[src/rtl/line_buffer_ctrl_pkg.sv]
// Shared constants and FSM state encoding for the line-buffer sequencer.
package line_buffer_ctrl_pkg;

   localparam int unsigned DEF_KERNEL_SIZE = 3;
   localparam int unsigned FEATURE_WIDTH   = 8;
   localparam int unsigned KSIZE_WIDTH     = 3;
   localparam int unsigned TN              = 16;

   typedef enum logic [2:0] {
      ST_IDLE   = 3'd0,
      ST_FILL   = 3'd1,
      ST_RUN    = 3'd2,
      ST_DRAIN  = 3'd3,
      ST_SWITCH = 3'd4
   } lb_state_e;

endpackage

[src/rtl/lb_rc_counter.sv]
// Row/column scan counter over an N x N tile; col wraps at N-1 and carries into row.
module lb_rc_counter
   import line_buffer_ctrl_pkg::*;
#(
   parameter int unsigned W = FEATURE_WIDTH
) (
   input  logic         clk,
   input  logic         rst,
   input  logic         clr,
   input  logic         en,
   input  logic [W-1:0] n,
   output logic [W-1:0] row,
   output logic [W-1:0] col,
   output logic         last_col_c,
   output logic         last_row_c
);

   assign last_col_c = (col == n - W'(1));
   assign last_row_c = (row == n - W'(1));

   always_ff @(posedge clk) begin
      if (rst || clr) begin
         row <= '0;
         col <= '0;
      end else if (en) begin
         if (last_col_c) begin
            col <= '0;
            row <= last_row_c ? '0 : row + W'(1);
         end else begin
            col <= col + W'(1);
         end
      end
   end

endmodule

[src/rtl/line_buffer_ctrl.sv]
// Tile sequencer: fills K-1 rows, streams the rest gated by compute_ready,
// flags KxK windows and hands ping-pong buffers back once consumed.
module line_buffer_ctrl
   import line_buffer_ctrl_pkg::*;
#(
   parameter int unsigned KERNEL_SIZE = DEF_KERNEL_SIZE,
   parameter int unsigned MAX_FEATURE = 255,
   parameter int unsigned ADDR_WIDTH  = 16
) (
   input  logic                     clk,
   input  logic                     rst,
   input  logic                     start,
   input  logic [KSIZE_WIDTH-1:0]   current_kernel_size,
   input  logic [FEATURE_WIDTH-1:0] feature_size,
   input  logic [1:0]               buf_ready,
   input  logic                     compute_ready,
   output logic                     mem_read_en,
   output logic [ADDR_WIDTH-1:0]    mem_read_addr,
   output logic                     input_buffer_select,
   output logic                     line_buffer_enable,
   output logic                     line_buffer_mod,
   output logic                     window_valid,
   output logic [1:0]               buf_release,
   output logic                     busy,
   output logic                     cfg_error
);

   localparam int unsigned CNT_W = $clog2(MAX_FEATURE + 1);

   lb_state_e              state_q, state_d;
   logic [KSIZE_WIDTH-1:0] k_q;
   logic [CNT_W-1:0]       n_q;
   logic [CNT_W-1:0]       row, col, col_s1;
   logic                   last_col_c, last_row_c;
   logic                   rd_c, cnt_clr_c, rel_c, cfg_err_c, latch_c, tog_c;
   logic                   cfg_bad_c, mod_s1;
   logic [CNT_W-1:0]       k_m1_c, k_m2_c;
   logic [ADDR_WIDTH-1:0]  addr_c;

   lb_rc_counter #(.W(CNT_W)) u_cnt (
      .clk        (clk),
      .rst        (rst),
      .clr        (cnt_clr_c),
      .en         (rd_c),
      .n          (n_q),
      .row        (row),
      .col        (col),
      .last_col_c (last_col_c),
      .last_row_c (last_row_c)
   );

   assign k_m1_c = CNT_W'(k_q) - CNT_W'(1);
   assign k_m2_c = CNT_W'(k_q) - CNT_W'(2);
   assign addr_c = ADDR_WIDTH'(ADDR_WIDTH'(row) * ADDR_WIDTH'(n_q)) + ADDR_WIDTH'(col);

   assign cfg_bad_c = (current_kernel_size == '0) ||
                      (32'(current_kernel_size) > KERNEL_SIZE) ||
                      (CNT_W'(feature_size) < CNT_W'(current_kernel_size));

   always_ff @(posedge clk) begin
      if (rst) state_q <= ST_IDLE;
      else     state_q <= state_d;
   end

   // Next-state and per-cycle control strobes.
   always_comb begin
      state_d   = state_q;
      rd_c      = 1'b0;
      cnt_clr_c = 1'b0;
      rel_c     = 1'b0;
      cfg_err_c = 1'b0;
      latch_c   = 1'b0;
      tog_c     = 1'b0;
      case (state_q)
         ST_IDLE: begin
            cnt_clr_c = 1'b1;
            if (start && buf_ready[input_buffer_select]) begin
               latch_c = 1'b1;
               if (cfg_bad_c) cfg_err_c = 1'b1;
               else state_d = (current_kernel_size == KSIZE_WIDTH'(1)) ? ST_RUN : ST_FILL;
            end
         end
         ST_FILL: begin
            rd_c = 1'b1;
            if (row == k_m2_c && last_col_c) state_d = ST_RUN;
         end
         ST_RUN: begin
            if (compute_ready) begin
               rd_c = 1'b1;
               if (last_row_c && last_col_c) state_d = ST_DRAIN;
            end
         end
         ST_DRAIN: state_d = ST_SWITCH;
         ST_SWITCH: begin
            rel_c     = 1'b1;
            tog_c     = 1'b1;
            cnt_clr_c = 1'b1;
            if (buf_ready[!input_buffer_select])
               state_d = (k_q == KSIZE_WIDTH'(1)) ? ST_RUN : ST_FILL;
            else
               state_d = ST_IDLE;
         end
         default: state_d = ST_IDLE;
      endcase
   end

   // Registered outputs and the one-cycle read-to-shift delay pipe.
   always_ff @(posedge clk) begin
      if (rst) begin
         input_buffer_select <= 1'b0;
         k_q                 <= '0;
         n_q                 <= '0;
         mem_read_en         <= 1'b0;
         mem_read_addr       <= '0;
         mod_s1              <= 1'b0;
         col_s1              <= '0;
         line_buffer_enable  <= 1'b0;
         line_buffer_mod     <= 1'b0;
         window_valid        <= 1'b0;
         buf_release         <= 2'b00;
         busy                <= 1'b0;
         cfg_error           <= 1'b0;
      end else begin
         input_buffer_select <= input_buffer_select ^ tog_c;
         if (latch_c) begin
            k_q <= current_kernel_size;
            n_q <= CNT_W'(feature_size);
         end
         mem_read_en <= rd_c;
         if (rd_c) mem_read_addr <= addr_c;
         mod_s1             <= (state_q == ST_RUN);
         col_s1             <= col;
         line_buffer_enable <= mem_read_en;
         line_buffer_mod    <= mod_s1;
         window_valid       <= mem_read_en & mod_s1 & (col_s1 >= k_m1_c);
         buf_release        <= {rel_c & input_buffer_select, rel_c & ~input_buffer_select};
         busy               <= (state_d != ST_IDLE);
         cfg_error          <= cfg_err_c;
      end
   end

endmodule

[config.mk]
export PLATFORM = sky130hd
export DESIGN_NAME = line_buffer_ctrl
export DESIGN_NICKNAME = d
export VERILOG_FILES = /design/src/rtl/line_buffer_ctrl_pkg.sv /design/src/rtl/lb_rc_counter.sv /design/src/rtl/line_buffer_ctrl.sv
export SDC_FILE = /design/constraint.sdc
export NUM_CORES = 1
export LEC_CHECK = 0
export ABC_CLOCK_PERIOD_IN_PS = 6800
export CORE_ASPECT_RATIO = 0.8
export CORE_MARGIN = 5
export CORE_UTILIZATION = 47
export DETAILED_ROUTE_END_ITERATION = 8
export PLACE_DENSITY_LB_ADDON = 0.15
export SLEW_MARGIN = 20
export SYNTH_ARGS = -nofsm -noshare
export SYNTH_HDL_FRONTEND = slang
export SYNTH_HIERARCHICAL = 1
export SYNTH_SLANG_ARGS = --single-unit
[constraint.sdc]
create_clock -name clk -period 6.8 [get_ports clk]
set_input_delay 1.02 -clock clk [delete_from_list [all_inputs] [get_ports clk]]
set_output_delay 1.02 -clock clk [all_outputs]
set_load 0.005 [all_outputs]
; After elaboration in Yosys (flattened, before gate mapping)
; Cells that the tools add are included.
[classes]
mul = 1
add_sub_neg = 6
eq_ne = 9
shifts = 0
order_cmp = 5
div_mod_pow = 0
muxes = 22
bitwise_logic = 8
reduce_logical = 13
[op_table]
columns = op, count
row1 = == test 8 bit, 3
row2 = adder 16 x 8 -> 16 bit, 1
row3 = "adder 8 x 1 -> 8 bit, second input constant", 2
row4 = multiplier 8 x 8 -> 16 bit, 1
row5 = two-way mux 8 bit, 2
row6 = two-way mux 3 bit, 5
row7 = one-hot mux 3 bit (5 select lines), 1
row8 = two-way mux 1 bit, 10
row9 = "== test 3 x 1 -> 1 bit, second input constant", 3
row10 = greater-or-equal comparator 8 bit, 1
row11 = < comparator 8 x 3 -> 1 bit, 1
row12 = "subtractor 8 x 1 -> 8 bit, second input constant", 1
row13 = "== test 3 x 2 -> 1 bit, second input constant", 2
row14 = zero test 3 bit, 2
row15 = two-way mux 2 bit, 3
row16 = bitwise AND 1 bit, 4
row17 = "< comparator 1 x 2 -> 1 bit, second input constant", 2
row18 = "subtractor 3 x 1 -> 4 bit, second input constant", 1
row19 = "subtractor 3 x 2 -> 4 bit, second input constant", 1
row20 = "== test 3 bit, second input constant", 1
row21 = "> comparator 3 x 2 -> 1 bit, second input constant", 1
row22 = logical AND 1 bit, 3
row23 = logical OR 1 bit, 3
row24 = NOT 1 bit, 3
row25 = other kinds (7), 7
[totals]
out_inout_bits = 25
ram_bits = 0
n_memories = 0
mem_bits_ro = 0
reg_bits = 64
latchBits = 0

; Depth between registers and ports, before layout
[depth]
ltp_word = 7
ltp_mapped = 17
mapped_depth_nobuf = 16

; Modules after synthesis
; Netlist, hierarchy kept.
[modules_own_cells]
columns = mod, cells_each, n_inst, area_each_um2
row1 = line_buffer_ctrl, 497, 1, 4342.9
row2 = lb_rc_counter, 140, 1, 1184.9

; Worst setup path before layout
; Ideal clock, no wire load.
[synth_timing]
path_type = flip-flop to flip-flop
from = reg u_cnt.row[0]
to = reg mem_read_addr[12]
path_slack_ns = 2.380
arrival_time_ns = 4.345
n_path_buf = 1
stages_incl_launch_ff = 17
synth_period_minus_slack_ns = 4.420
path_cell_list = dfxtp_1 > clkbuf_1 > nand2_1 > fa_1 > fa_1 > inv_1 > fa_1 > inv_1 > fa_1 > inv_1 > ha_1 > o21a_1 > o21a_1 > o22a_1 > nand3_1 > mux2_2 > o22ai_1
[synth_between]
elab_chain_cells = 2
[synth_rtl]
columns = item, line_no
row1 = start: declaration, lb_rc_counter.sv:12  ; output logic [W-1:0] row,
row2 = start signal: assignment, lb_rc_counter.sv:28  ; row <= last_row_c ? '0 : row + W'(1);
row3 = multiplier 8 x 8 -> 16 bit, line_buffer_ctrl.sv:54  ; assign addr_c = ADDR_WIDTH'(ADDR_WIDTH'(row) * ADDR_WIDTH'(n_q)) + ADDR_WIDTH'(col);
row4 = adder 16 x 8 -> 16 bit, line_buffer_ctrl.sv:54
row5 = end signal: assignment, line_buffer_ctrl.sv:130  ; if (rd_c) mem_read_addr <= addr_c;
row6 = end: declaration, line_buffer_ctrl.sv:18  ; output logic [ADDR_WIDTH-1:0] mem_read_addr,
; Every way passes these cells.
; A chain may end at the register's enable or synchronous reset.

; Worst setup path in the final report
[layout_timing]
from = reg u_cnt.row[4]
to = reg mem_read_addr[13]
; The elaborated chain is that of the path after synthesis.

==> results.json <==
{
  "status": "complete, no violations",
  "drive_above_1_share": 0.0475,
  "die_h_um": 107,
  "async_flop_share": 0,
  "finalPower_uw": 1040,
  "synth.most_common_cell": "inv_1",
  "dieArea_um2": 14000,
  "endpoint": "mem_read_addr[13]",
  "io_pins": 42,
  "cp-end-kind": "flop",
  "cp_common_cell": "fa_1",
  "fin_util": 0.548,
  "drv_slew": 0,
  "hold_path.class": "reg -> reg",
  "start_util": 0.480,
  "core_area_um2": 11500,
  "setup_violations": 0,
  "final_hold_viol_count": 0,
  "fill_cells": 1077,
  "synth.area.top_cells": "dfxtp_1 (23%), fa_1 (16%), ha_1 (12%)",
  "grt-ovfl-total": 0,
  "yosysTopAreaCell": "dfxtp_1",
  "yosys_warnings": 6,
  "clock.fmax_ghz": 0.213,
  "synthCells": 637,
  "cts_tree": "yes",
  "wl_per_cell_um": 15.7,
  "htree_levels": 3,
  "switchingPower_uw": 317,
  "grt_pass1_vias": 4339,
  "via_per_inst": 5.49,
  "worst_pin_slew_ns": 0.855,
  "grt_usage": 0.189,
  "clk_latency_ns": 0.34,
  "fin_crit_sh": 0.690,
  "cp-startpoint": "u_cnt/row[4]",
  "antenna_found_initial": 0,
  "r2r_start": "u_cnt/row[4]",
  "synth_edf_count": 0,
  "drc": 0,
  "power_frac_comb": 0.188,
  "holdWs_ns": 0.453,
  "arrival_ns": 4.95,
  "yosys_register_bits": 64,
  "seq_area_um2": 1280,
  "n_antenna_cell": 0,
  "ys.flop_type": "dfxtp_1",
  "vdd_drop_max_mv": 0.101,
  "gp_congestion": 0.856,
  "fin_nets": 784,
  "min_period_ns": 4.69,
  "drt-initial-drc-count": 260,
  "crit_slowest_cell": "dfxtp_1",
  "avgSynthCellArea_um2": 8.68,
  "seqPwrFrac": 0.400,
  "holdBufCountCts": 0,
  "dieWidth_um": 131,
  "cp_max_fo": 17,
  "grt_pass1_wl_mm": 21.6,
  "dr.pass1.iters": 5,
  "max_cap_viol_count": 0,
  "synthesis.area_um2": 5530,
  "area_growth_syn_to_layout_pct": 14.2,
  "slowest_delay_ns": 0.69,
  "power.share.clock": 0.412,
  "timing.rr.end": "mem_read_addr[13]",
  "cts_sinks": 64,
  "leakagePower_uw": 0.00286,
  "crit_path_cell_trace": "and2_1, fa_1, fa_1, fa_1, inv_1, fa_1, inv_1, ha_1, or4_1, o32ai_1, nor3_1, mux2_2, o22ai_1",
  "min_path_cells": 2,
  "fin_ws_ns": 2.11,
  "reg2reg_depth": 13,
  "vias": 4509,
  "cts_setup_buffers": 0,
  "worst_ep_required_time_ns": 7.06,
  "finalWirelength_mm": 12.9,
  "internal_power_uw": 723,
  "tns_ns": 0,
  "clk_pin_slew_worst_paths_ns": 0.06,
  "cts.repair.resized": 0,
  "cts_buffer_depth": 2,
  "rows": 35,
  "fin_skew_ns": 0.00793,
  "ys_types": 58,
  "criticalPathCategory": "reg -> reg",
  "startpoint_type": "flop",
  "ant_nets": 0,
  "grt_max_degree": 48,
  "hpwl_mm": 9.71,
  "slew_headroom": 0.427,
  "io_buffers": 41,
  "min_from": "mem_read_addr[3]",
  "synth_top_area_share": 0.232,
  "rsz0062_at_grt": "false",
  "ff2ff_setup_slack_ns": 2.11,
  "cts-root-buf": "clkbuf_16",
  "powerDensity_nw_per_um2": 165,
  "numCtsBuffers": 9,
  "netSwitchingFraction": 0.305,
  "synth_commonest_cells": "inv_1 (83), dfxtp_1 (64), nand2_1 (62)",
  "multiInputGateArea_um2": 3830,
  "dp_worst_setup_slack_ns": 2.12,
  "synth_nets": 753,
  "synth-seq-area-share": 0.232
}
[how the worst min path moves through the flow]
| stage | to | slack [ns] |
|---|---|---|
| 2_1_floorplan | line_buffer_mod | 0.43 |
| 3_3_place_gp | mem_read_addr[9] | 0.44 |
| 3_5_place_dp | mem_read_addr[8] | 0.45 |
| 4_1_cts | mem_read_addr[3] | 0.46 |
| 5_1_grt | mem_read_addr[3] | 0.47 |
| 6_report | mem_read_addr[3] | 0.45 |
[sequential cells by signal, summed over array words and instances, names as in the netlist, 2 cells and up]
signal,count
buf_release,2
col_s1,8
k_q,3
mem_read_addr,16
n_q,8
state_q,3
u_cnt/col,8
u_cnt/row,8
[power groups by stage]
stage	logic (uW)	registers [uW]	clock network, uW
floorplan	136	414	0
global placement	188	423	0
detailed placement	193	424	0
CTS	194	416	441
global route	215	420	459
finish	195	416	429
[area by class of cell]
| type | count | area share |
|---|---|---|
| clock buffer | 9 | 0.0357 |
| clock inverter | 7 | 0.00773 |
| timing repair buffer | 44 | 0.0686 |
| multi-input combinational | 466 | 0.606 |
| inverter | 83 | 0.0494 |
| sequential | 64 | 0.203 |
| tap | 148 | 0.0293 |
[kinds of logic after synthesis]
family          count (synthesis)  share of synthesized area
compound gates                 93                      0.115
flops                          64                      0.232
simple gates                  226                      0.208
xor+xnor                       32                     0.0557
mux                            16                     0.0303
fa+ha+maj                      99                      0.284
buf+inv                       107                     0.0761
[per-stage QoR]
stage | cell area (um^2) | std cells
finish | 6310 | 821
detailed placement | 6040 | 805
floorplan | 5530 | 637
global placement | 6040 | 805
CTS | 6310 | 821
global route | 6310 | 821
[critical path, delay by kind of cell, from the launching register on]
family,cells,cell delay [ns]
AO/OA/AOI/OAI,2,0.42
adder cells (fa/ha/maj),5,2.24
buffers and inverters,2,0.09
flip-flops,1,0.69
multiplexers,1,0.29
AND/OR/NAND/NOR,3,0.87
[layer usage]
| layer | vias to the layer above | global-route usage | wire length, um |
|---|---|---|---|
| met5 | - | 0 | 0 |
| met4 | 0 | 0.0536 | 194 |
| met3 | 16 | 0.0446 | 746 |
| met2 | 112 | 0.279 | 5620 |
| met1 | 2203 | 0.275 | 6300 |
| li1 | 2178 | - | - |
[cells in the final DEF (no fill, tap or decap), drive strengths merged, types with 3 or more instances in the layout]
| cell type | count |
|---|---|
| inv | 83 |
| dfxtp | 64 |
| nand2 | 62 |
| ha | 55 |
| nor2 | 50 |
| fa | 44 |
| and2 | 42 |
| clkdlybuf4s50 | 41 |
| a21oi | 23 |
| xnor2 | 21 |
| mux2i | 13 |
| nor3 | 12 |
| nand3 | 12 |
| o21ai | 10 |
| nand2b | 9 |
| a211oi | 9 |
| xor2 | 9 |
| clkbuf | 9 |
| nor2b | 8 |
| o22ai | 6 |
| or4 | 6 |
| clkinv | 6 |
| a31oi | 5 |
| o21a | 5 |
| and3 | 5 |
| o31ai | 5 |
| nor3b | 5 |
| nand4 | 4 |
| o211ai | 4 |
| o2bb2ai | 4 |
| o21bai | 3 |
| a21o | 3 |
| nor4b | 3 |
| buf | 3 |
| a21boi | 3 |
| mux2 | 3 |
(Power assumes the default switching activity.)
